**src/rtl/upstream_order_scheduler_if.sv**
```systemverilog
// Order request channels and upstream client RAM port.
// master = requesters plus RAM, slave = the scheduler.
interface upstream_order_scheduler_if #(
  parameter int NUM_REQ = 4,
  parameter int IDX_W   = 5
);
  logic [NUM_REQ-1:0]       req_valid;
  logic [NUM_REQ-1:0]       req_ready;
  logic [NUM_REQ*IDX_W-1:0] req_client_id;
  logic [NUM_REQ*16-1:0]    req_amount;
  logic [NUM_REQ-1:0]       req_is_max;
  logic [15:0]              cancelled_orders;
  logic                     mem_req_valid;
  logic                     mem_req_rw;
  logic [IDX_W-1:0]         mem_index;
  logic [31:0]              mem_wdata;
  logic [31:0]              mem_rdata;
  logic                     mem_rd_ready;
  logic                     mem_written;
  logic                     resp_valid;
  logic [2:0]               resp_port;
  logic                     resp_pass;
  logic                     resp_err;
  logic                     check_risk;
  logic                     send_order;
  logic                     update_max;

  modport master (
    output req_valid, req_client_id, req_amount,
    output req_is_max, cancelled_orders,
    output mem_rdata, mem_rd_ready, mem_written,
    input  req_ready, mem_req_valid, mem_req_rw,
    input  mem_index, mem_wdata,
    input  resp_valid, resp_port, resp_pass, resp_err,
    input  check_risk, send_order, update_max
  );

  modport slave (
    input  req_valid, req_client_id, req_amount,
    input  req_is_max, cancelled_orders,
    input  mem_rdata, mem_rd_ready, mem_written,
    output req_ready, mem_req_valid, mem_req_rw,
    output mem_index, mem_wdata,
    output resp_valid, resp_port, resp_pass, resp_err,
    output check_risk, send_order, update_max
  );
endinterface

```
**src/rtl/upstream_order_scheduler.sv**
```systemverilog
// Round-robin scheduler running one read-check-write
// transaction per request against the upstream client RAM.
module upstream_order_scheduler #(
  parameter int NUM_REQ        = 4,
  parameter int IDX_W          = 5,
  parameter int TIMEOUT_CYCLES = 16
) (
  input logic clk,
  input logic HRESETn,
  upstream_order_scheduler_if.slave bus
);
  localparam int PW = (NUM_REQ > 1) ? $clog2(NUM_REQ) : 1;
  localparam int TW = $clog2(TIMEOUT_CYCLES + 1);

  typedef enum logic [2:0] {
    S_IDLE, S_READ, S_CHECK, S_WRITE, S_RESP
  } state_e;

  state_e           state_q, state_d;
  logic [PW-1:0]    rr_q, rr_d;
  logic [PW-1:0]    port_q, port_d;
  logic [PW-1:0]    gnt_idx, cand;
  logic             gnt_any;
  logic [IDX_W-1:0] id_q, id_d;
  logic [15:0]      amt_q, amt_d;
  logic [15:0]      acc_q, acc_d;
  logic [15:0]      max_q, max_d;
  logic             ismax_q, ismax_d;
  logic             pass_q, pass_d;
  logic             err_q, err_d;
  logic [TW-1:0]    tmo_q, tmo_d;
  logic             tmo_hit;
  logic [15:0]      result;
  logic             risk_ok;

  always_comb begin
    gnt_any = 1'b0;
    gnt_idx = '0;
    cand    = '0;
    for (int i = 0; i < NUM_REQ; i++) begin
      cand = PW'((int'(rr_q) + i) % NUM_REQ);
      if (!gnt_any && bus.req_valid[cand]) begin
        gnt_any = 1'b1;
        gnt_idx = cand;
      end
    end
  end

  assign tmo_hit = (tmo_q == TW'(TIMEOUT_CYCLES - 1));
  assign result  = acc_q - bus.cancelled_orders + amt_q;
  // 17-bit signed compare: a wrapped-negative result always passes
  assign risk_ok = $signed({1'b0, max_q})
                 > $signed({result[15], result});

  always_ff @(posedge clk or negedge HRESETn) begin
    if (!HRESETn) state_q <= S_IDLE;
    else          state_q <= state_d;
  end

  always_comb begin
    state_d = state_q;
    unique case (state_q)
      S_IDLE:  if (gnt_any) state_d = S_READ;
      S_READ: begin
        if (bus.mem_rd_ready) state_d = S_CHECK;
        else if (tmo_hit)     state_d = S_RESP;
      end
      S_CHECK: state_d = (ismax_q || risk_ok)
                       ? S_WRITE : S_RESP;
      S_WRITE: begin
        if (bus.mem_written || tmo_hit)
          state_d = S_RESP;
      end
      S_RESP:  state_d = S_IDLE;
      default: state_d = S_IDLE;
    endcase
  end

  always_comb begin
    rr_d    = rr_q;
    port_d  = port_q;
    id_d    = id_q;
    amt_d   = amt_q;
    ismax_d = ismax_q;
    acc_d   = acc_q;
    max_d   = max_q;
    pass_d  = pass_q;
    err_d   = err_q;
    tmo_d   = tmo_q;
    unique case (state_q)
      S_IDLE: if (gnt_any) begin
        port_d  = gnt_idx;
        rr_d    = (gnt_idx == PW'(NUM_REQ - 1))
                ? '0 : gnt_idx + PW'(1);
        id_d    = bus.req_client_id[gnt_idx*IDX_W +: IDX_W];
        amt_d   = bus.req_amount[gnt_idx*16 +: 16];
        ismax_d = bus.req_is_max[gnt_idx];
        pass_d  = 1'b0;
        err_d   = 1'b0;
        tmo_d   = '0;
      end
      S_READ: begin
        if (bus.mem_rd_ready) begin
          acc_d = bus.mem_rdata[15:0];
          max_d = bus.mem_rdata[31:16];
        end else if (tmo_hit) begin
          err_d = 1'b1;
        end else begin
          tmo_d = tmo_q + TW'(1);
        end
      end
      S_CHECK: begin
        pass_d = ismax_q | risk_ok;
        tmo_d  = '0;
      end
      S_WRITE: if (!bus.mem_written) begin
        if (tmo_hit) begin
          err_d  = 1'b1;
          pass_d = 1'b0;
        end else begin
          tmo_d = tmo_q + TW'(1);
        end
      end
      default: ;
    endcase
  end

  always_ff @(posedge clk or negedge HRESETn) begin
    if (!HRESETn) begin
      rr_q    <= '0;
      port_q  <= '0;
      id_q    <= '0;
      amt_q   <= '0;
      ismax_q <= 1'b0;
      acc_q   <= '0;
      max_q   <= '0;
      pass_q  <= 1'b0;
      err_q   <= 1'b0;
      tmo_q   <= '0;
    end else begin
      rr_q    <= rr_d;
      port_q  <= port_d;
      id_q    <= id_d;
      amt_q   <= amt_d;
      ismax_q <= ismax_d;
      acc_q   <= acc_d;
      max_q   <= max_d;
      pass_q  <= pass_d;
      err_q   <= err_d;
      tmo_q   <= tmo_d;
    end
  end

  always_comb begin
    bus.req_ready     = '0;
    bus.mem_req_valid = 1'b0;
    bus.mem_req_rw    = 1'b0;
    bus.mem_index     = '0;
    bus.mem_wdata     = '0;
    bus.resp_valid    = 1'b0;
    bus.resp_port     = '0;
    bus.resp_pass     = 1'b0;
    bus.resp_err      = 1'b0;
    bus.check_risk    = 1'b0;
    bus.send_order    = 1'b0;
    bus.update_max    = 1'b0;
    unique case (state_q)
      S_IDLE: if (gnt_any && HRESETn)
        bus.req_ready[gnt_idx] = 1'b1;
      S_READ: begin
        bus.mem_req_valid = 1'b1;
        bus.mem_index     = id_q;
      end
      S_CHECK: bus.check_risk = 1'b1;
      S_WRITE: begin
        bus.mem_req_valid = 1'b1;
        bus.mem_req_rw    = 1'b1;
        bus.mem_index     = id_q;
        bus.mem_wdata     = ismax_q
                          ? {amt_q, acc_q}
                          : {max_q, acc_q + amt_q};
        bus.send_order    = !ismax_q;
        bus.update_max    = ismax_q;
      end
      S_RESP: begin
        bus.resp_valid = 1'b1;
        bus.resp_port  = 3'(port_q);
        bus.resp_pass  = pass_q;
        bus.resp_err   = err_q;
      end
      default: ;
    endcase
  end
endmodule

```
**src/flat_wrapper.sv**
```systemverilog
// flat-port wrapper written by rule: the top's interface ports become plain ports
module upstream_order_scheduler_flat 
#(
  parameter int NUM_REQ        = 4,
  parameter int IDX_W          = 5,
  parameter int TIMEOUT_CYCLES = 16
)
  (clk, HRESETn, bus_req_valid, bus_req_client_id, bus_req_amount, bus_req_is_max, bus_cancelled_orders, bus_mem_rdata, bus_mem_rd_ready, bus_mem_written, bus_req_ready, bus_mem_req_valid, bus_mem_req_rw, bus_mem_index, bus_mem_wdata, bus_resp_valid, bus_resp_port, bus_resp_pass, bus_resp_err, bus_check_risk, bus_send_order, bus_update_max);
  upstream_order_scheduler_if #(.NUM_REQ(NUM_REQ), .IDX_W(IDX_W)) bus_i ();
  input logic clk;
  input logic HRESETn;
  input wire logic [$bits(bus_i.req_valid)-1:0] bus_req_valid;
  input wire logic [$bits(bus_i.req_client_id)-1:0] bus_req_client_id;
  input wire logic [$bits(bus_i.req_amount)-1:0] bus_req_amount;
  input wire logic [$bits(bus_i.req_is_max)-1:0] bus_req_is_max;
  input wire logic [$bits(bus_i.cancelled_orders)-1:0] bus_cancelled_orders;
  input wire logic [$bits(bus_i.mem_rdata)-1:0] bus_mem_rdata;
  input wire logic [$bits(bus_i.mem_rd_ready)-1:0] bus_mem_rd_ready;
  input wire logic [$bits(bus_i.mem_written)-1:0] bus_mem_written;
  output wire logic [$bits(bus_i.req_ready)-1:0] bus_req_ready;
  output wire logic [$bits(bus_i.mem_req_valid)-1:0] bus_mem_req_valid;
  output wire logic [$bits(bus_i.mem_req_rw)-1:0] bus_mem_req_rw;
  output wire logic [$bits(bus_i.mem_index)-1:0] bus_mem_index;
  output wire logic [$bits(bus_i.mem_wdata)-1:0] bus_mem_wdata;
  output wire logic [$bits(bus_i.resp_valid)-1:0] bus_resp_valid;
  output wire logic [$bits(bus_i.resp_port)-1:0] bus_resp_port;
  output wire logic [$bits(bus_i.resp_pass)-1:0] bus_resp_pass;
  output wire logic [$bits(bus_i.resp_err)-1:0] bus_resp_err;
  output wire logic [$bits(bus_i.check_risk)-1:0] bus_check_risk;
  output wire logic [$bits(bus_i.send_order)-1:0] bus_send_order;
  output wire logic [$bits(bus_i.update_max)-1:0] bus_update_max;
  assign bus_i.req_valid = bus_req_valid;
  assign bus_i.req_client_id = bus_req_client_id;
  assign bus_i.req_amount = bus_req_amount;
  assign bus_i.req_is_max = bus_req_is_max;
  assign bus_i.cancelled_orders = bus_cancelled_orders;
  assign bus_i.mem_rdata = bus_mem_rdata;
  assign bus_i.mem_rd_ready = bus_mem_rd_ready;
  assign bus_i.mem_written = bus_mem_written;
  assign bus_req_ready = bus_i.req_ready;
  assign bus_mem_req_valid = bus_i.mem_req_valid;
  assign bus_mem_req_rw = bus_i.mem_req_rw;
  assign bus_mem_index = bus_i.mem_index;
  assign bus_mem_wdata = bus_i.mem_wdata;
  assign bus_resp_valid = bus_i.resp_valid;
  assign bus_resp_port = bus_i.resp_port;
  assign bus_resp_pass = bus_i.resp_pass;
  assign bus_resp_err = bus_i.resp_err;
  assign bus_check_risk = bus_i.check_risk;
  assign bus_send_order = bus_i.send_order;
  assign bus_update_max = bus_i.update_max;
  upstream_order_scheduler #(.NUM_REQ(NUM_REQ), .IDX_W(IDX_W), .TIMEOUT_CYCLES(TIMEOUT_CYCLES)) u_core (.clk(clk), .HRESETn(HRESETn), .bus(bus_i));
endmodule
```
**config.mk**
```make
export PLATFORM = sky130hd
export DESIGN_NAME = upstream_order_scheduler_flat
export DESIGN_NICKNAME = d
export VERILOG_FILES = /design/src/rtl/upstream_order_scheduler_if.sv /design/src/rtl/upstream_order_scheduler.sv /design/src/flat_wrapper.sv
export SDC_FILE = /design/constraint.sdc
export NUM_CORES = 1
export LEC_CHECK = 0
export BUFFER_PORTS_ARGS = -buffer_cell sky130_fd_sc_hd__buf_2
export CAP_MARGIN = 0
export CORE_MARGIN = 5
export CORE_UTILIZATION = 45
export DETAILED_ROUTE_END_ITERATION = 7
export GPL_TIMING_DRIVEN = 1
export HOLD_SLACK_MARGIN = 0.08
export PLACE_DENSITY = 0.72
export RECOVER_POWER = 25
export SYNTH_ARGS = -nofsm -noshare
export SYNTH_HDL_FRONTEND = slang
export SYNTH_SLANG_ARGS = --single-unit
export TNS_END_PERCENT = 30
```
**constraint.sdc**
```tcl
create_clock -name clk -period 6 [get_ports clk]
set_input_delay 0.6 -clock clk [delete_from_list [all_inputs] [get_ports clk]]
set_output_delay 0.6 -clock clk [all_outputs]
set_load 0.05 [all_outputs]
```
==> impl_metrics.csv <==
group,metric,value,unit
layout,stdcell_count,1147,
critical_path,rr_endpoint,"u_core.state_q[2]",
route,routed_wl,18600,um
sta,slew_headroom,-1.31,
critical_path,cp.arrival,5170,ps
power_and_ir_drop,p_per_area,747,nW/um^2
critical_path,cp_num_buf_inv,2,
sta,finalCritPeriodShare,0.822,
power_and_ir_drop,p_sw,2.96,mW
clocking,worstSkewPairLatency,340,ps
route,dr.pass1.iters,5,
power_and_ir_drop,clkPwrFrac,0.093,
clocking,post_cts_buffers,0,
clocking,ctsHoldBuffers,0,
synth,synth_seq_area_share,0.276,
placed_design,hpwlAfterDp,14800,um
layout,area_growth,22.7,%
job,maxCapViolCount,1,
floorplanning,die-area,16200,um^2
synth,ys_types,55,
clocking,cts-root-buf,"clkbuf_16",
floorplanning,start_util,0.463,
route,dr_wl_met2,8590,um
route,ant_nets,0,
synth,synth-edff-count,0,
power_and_ir_drop,swShare,0.523,
route,top_layer,"met4",
layout,fin_area,7580,um^2
sta,fin_setup_tns,0,ps
grt,first_global_vias,5675,
clocking,htreeDepth,3,
critical_path,critical_path_depth,19,
power_and_ir_drop,irDropWorstVdd,0.358,mV
floorplanning,num_rows,42,
critical_path,crit_family,"compound AO/OA/AOI/OAI gates",
synth,ys_ff_latch,68,
floorplanning,dieWidth,127,um
critical_path,crit_type,"reg2reg",
route,wl_per_cell,16.2,um
synth,postSynthCellCount,794,
grt,grt_max_degree,63,
sta,setup_viol,0,
layout,final_layout_size_suffix_gt1_frac,0.249,
sta,skew,5.59,ps
route,vias,6019,
critical_path,crit_path_max_incr_delay,540,ps
placed_design,dpl_cell_area,7290,um^2
grt,antenna_found_initial,0,
grt,grt.total_usage,0.227,
synth,synth-async-reset-ratio,1.00,
synth,ys_warn_count,0,
sta,worst_hold_slack,241,ps
critical_path,crit_path_top_delay_cell,"nor4_1",
synth,syn_area,6170,um^2
placed_design,portBuffers,194,
critical_path,r2r_slack,1070,ps
sta,period_minus_slack,4930,ps
grt,grt_pass1_wl,29200,um
power_and_ir_drop,leakage,3.99,nW
sta,maxSlewViolCount,63,
route,post_drt_via_cell_ratio,5.25,
critical_path,worst_r2r_path_depth,19,
floorplanning,die_y,127,um
layout,nets,1181,
route,wl_met1,8550,um
placed_design,globalplace.congestion,0.934,
route,drtIter0Drc,436,
critical_path,crit_start,"u_core.amt_q[2]",
clocking,clk_path_buf_depth,2,
layout,antenna_cells,0,
power_and_ir_drop,total_power,5.66,mW
grt,grt-ovfl-total,0,
clocking,cts_tree,"done",
critical_path,start_kind,"flip-flop",
critical_path,worstSetupEndpoint,"u_core.state_q[2]",
power_and_ir_drop,power_frac_seq,0.175,
synth,syn-num-nets,1008,
critical_path,cp-end-kind,"flip-flop",
status,violations,"capacitance limit, slew limit",
synth,avgSynthCellArea,7.78,um^2
critical_path,cp.required,6230,ps
synth,synth_top_flop_cell,"dfrtp_1",
status,status,"complete, but fails checks",
critical_path,r2r_start,"u_core.amt_q[2]",
route,route.met3.wl,1170,um
floorplanning,num_io_pins,196,
placed_design,dp.cells,1132,
power_and_ir_drop,combPwrFrac,0.732,
sta,max_freq,203,MHz
layout,nFillCells,1302,
power_and_ir_drop,internal-power,2.70,mW
clocking,cts_resized,0,
route,drc,0,
sta,tightestPinTransition,3470,ps
floorplanning,coreArea,13300,um^2
clocking,cts.clk_slew.worst_paths,60,ps
sta,hold_viol,0,
critical_path,path_cells,"inv_1 -> fa_1 -> inv_1 -> ha_1 -> nor2b_1 -> o21a_1 -> o21ai_0 -> nand2b_1 -> a31oi_1 -> o311ai_0 -> a21oi_1 -> xor2_1 -> ha_1 -> nand3_1 -> nor4_1 -> o31ai_1 -> o2bb2ai_1 -> mux2_4 -> a2111oi_4",
sta,rsz0062_at_grt,"false",
critical_path,crit_fanout,4,
clocking,cts_num_sinks,68,
clocking,numCtsBuffers,9,
min_path,hp-class,"in2async",
==> cell usage after synthesis (3+ instances only) <==
| cell type | number | area [um^2] |
|---|---|---|
| nand2_1 | 158 | 593 |
| inv_1 | 75 | 282 |
| o21ai_0 | 69 | 345 |
| dfrtp_1 | 68 | 1700 |
| ha_1 | 54 | 676 |
| nor2_1 | 49 | 184 |
| a21oi_1 | 41 | 205 |
| nand3_1 | 40 | 200 |
| clkbuf_1 | 32 | 120 |
| mux2i_1 | 23 | 230 |
| o211ai_1 | 18 | 135 |
| fa_1 | 16 | 320 |
| mux2_2 | 16 | 180 |
| and3_1 | 12 | 75.1 |
| xnor2_1 | 11 | 96.3 |
| xor2_1 | 11 | 96.3 |
| and2_1 | 9 | 56.3 |
| nor3_1 | 8 | 40.0 |
| a21o_1 | 7 | 52.6 |
| a211oi_1 | 6 | 45.0 |
| buf_1 | 5 | 18.8 |
| nand2b_1 | 5 | 31.3 |
| nor2b_1 | 5 | 31.3 |
| nor4_1 | 5 | 31.3 |
| o21a_1 | 5 | 37.5 |
| o21bai_1 | 4 | 30.0 |
| or4_1 | 4 | 30.0 |
| a31oi_1 | 3 | 18.8 |
| nand4b_1 | 3 | 26.3 |
| nor3b_1 | 3 | 22.5 |
| o31ai_1 | 3 | 22.5 |
==> how the worst min path moves through the flow <==
stage,to,slack (ps),cells past startpoint,start
6_report,u_core.id_q[3],240,1,HRESETn
5_1_grt,u_core.id_q[3],280,1,HRESETn
4_1_cts,u_core.id_q[3],130,1,HRESETn
3_5_place_dp,u_core.id_q[1],460,2,u_core.id_q[1]
3_3_place_gp,u_core.id_q[1],450,2,u_core.id_q[1]
2_1_floorplan,u_core.acc_q[0],300,0,HRESETn
==> cell type report <==
class / count / area (um^2) / share of cell area
Clock inverter: 5 / 52.6 / 0.00694
Sequential cell: 68 / 1700 / 0.225
Clock buffer: 10 / 239 / 0.0315
Inverter: 78 / 293 / 0.0386
Timing Repair Buffer: 200 / 1010 / 0.133
Multi-Input combinational cell: 610 / 4060 / 0.536
Tap cell: 176 / 220 / 0.0291
==> registers in the layout, indices dropped and copies added, names as in the netlist, 2 cells and up <==
name and cells:
u_core.acc_q 16, u_core.port_q 2, u_core.rr_q 2, u_core.id_q 5, u_core.max_q 16, u_core.amt_q 16
u_core.state_q 3, u_core.tmo_q 5
==> kinds of logic after synthesis <==
kind of cell,count (synthesis),share of synthesized area
AO/OA/AOI/OAI,168,0.166
XOR/XNOR,23,0.0338
adder cells (fa/ha/maj),70,0.161
buffers and inverters,116,0.0711
flip-flops,68,0.276
multiplexers,40,0.0689
other,1,0.000607
AND/OR/NAND/NOR,308,0.222
==> worst reg2reg max path, cell delays in order (launching register included) <==
cell and delay (ps):
dfrtp_1 440, inv_1 110, fa_1 490, inv_1 40, ha_1 330, nor2b_1 150
o21a_1 170, o21ai_0 150, nand2b_1 100, a31oi_1 350, o311ai_0 190, a21oi_1 240
xor2_1 100, ha_1 300, nand3_1 110, nor4_1 540, o31ai_1 160, o2bb2ai_1 200
mux2_4 300, a2111oi_4 340
==> per-stage QoR <==
| step | worst slack (ps) | util |
|---|---|---|
| after floorplan | 1360 | - |
| after global placement | 1060 | 0.546 |
| after detailed placement | 917 | 0.546 |
| after CTS | 1130 | 0.568 |
| after global routing | 826 | 0.568 |
| final | 1070 | 0.568 |
==> cell usage in the layout (no fill, tap or decap), types with 12 or more instances in the layout <==
| master | Yosys | final |
|---|---|---|
| buf_2 | 0 | 193 |
| nand2_1 | 158 | 158 |
| inv_1 | 75 | 75 |
| o21ai_0 | 69 | 69 |
| dfrtp_1 | 68 | 67 |
| ha_1 | 54 | 54 |
| nor2_1 | 49 | 49 |
| a21oi_1 | 41 | 41 |
| nand3_1 | 40 | 40 |
| mux2i_1 | 23 | 23 |
| o211ai_1 | 18 | 18 |
| mux2_2 | 16 | 16 |
| fa_1 | 16 | 16 |
| and3_1 | 12 | 12 |
==> metal layers <==
layer	track usage	up-vias
met3	0.0413	21
met2	0.366	192
met1	0.313	2768
met4	0.0669	0
li1	-	3038
met5	0	-
==> power groups by stage <==
stage	clock network, mW	registers, mW	logic, mW
2_1_floorplan	0	0.811	3.33
3_3_place_gp	0	0.983	4.05
3_5_place_dp	0	0.991	4.10
4_1_cts	0.534	0.985	4.14
5_1_grt	0.551	1.02	4.64
6_report	0.527	0.989	4.15
No activity file was read; power rests on OpenSTA's default activity.
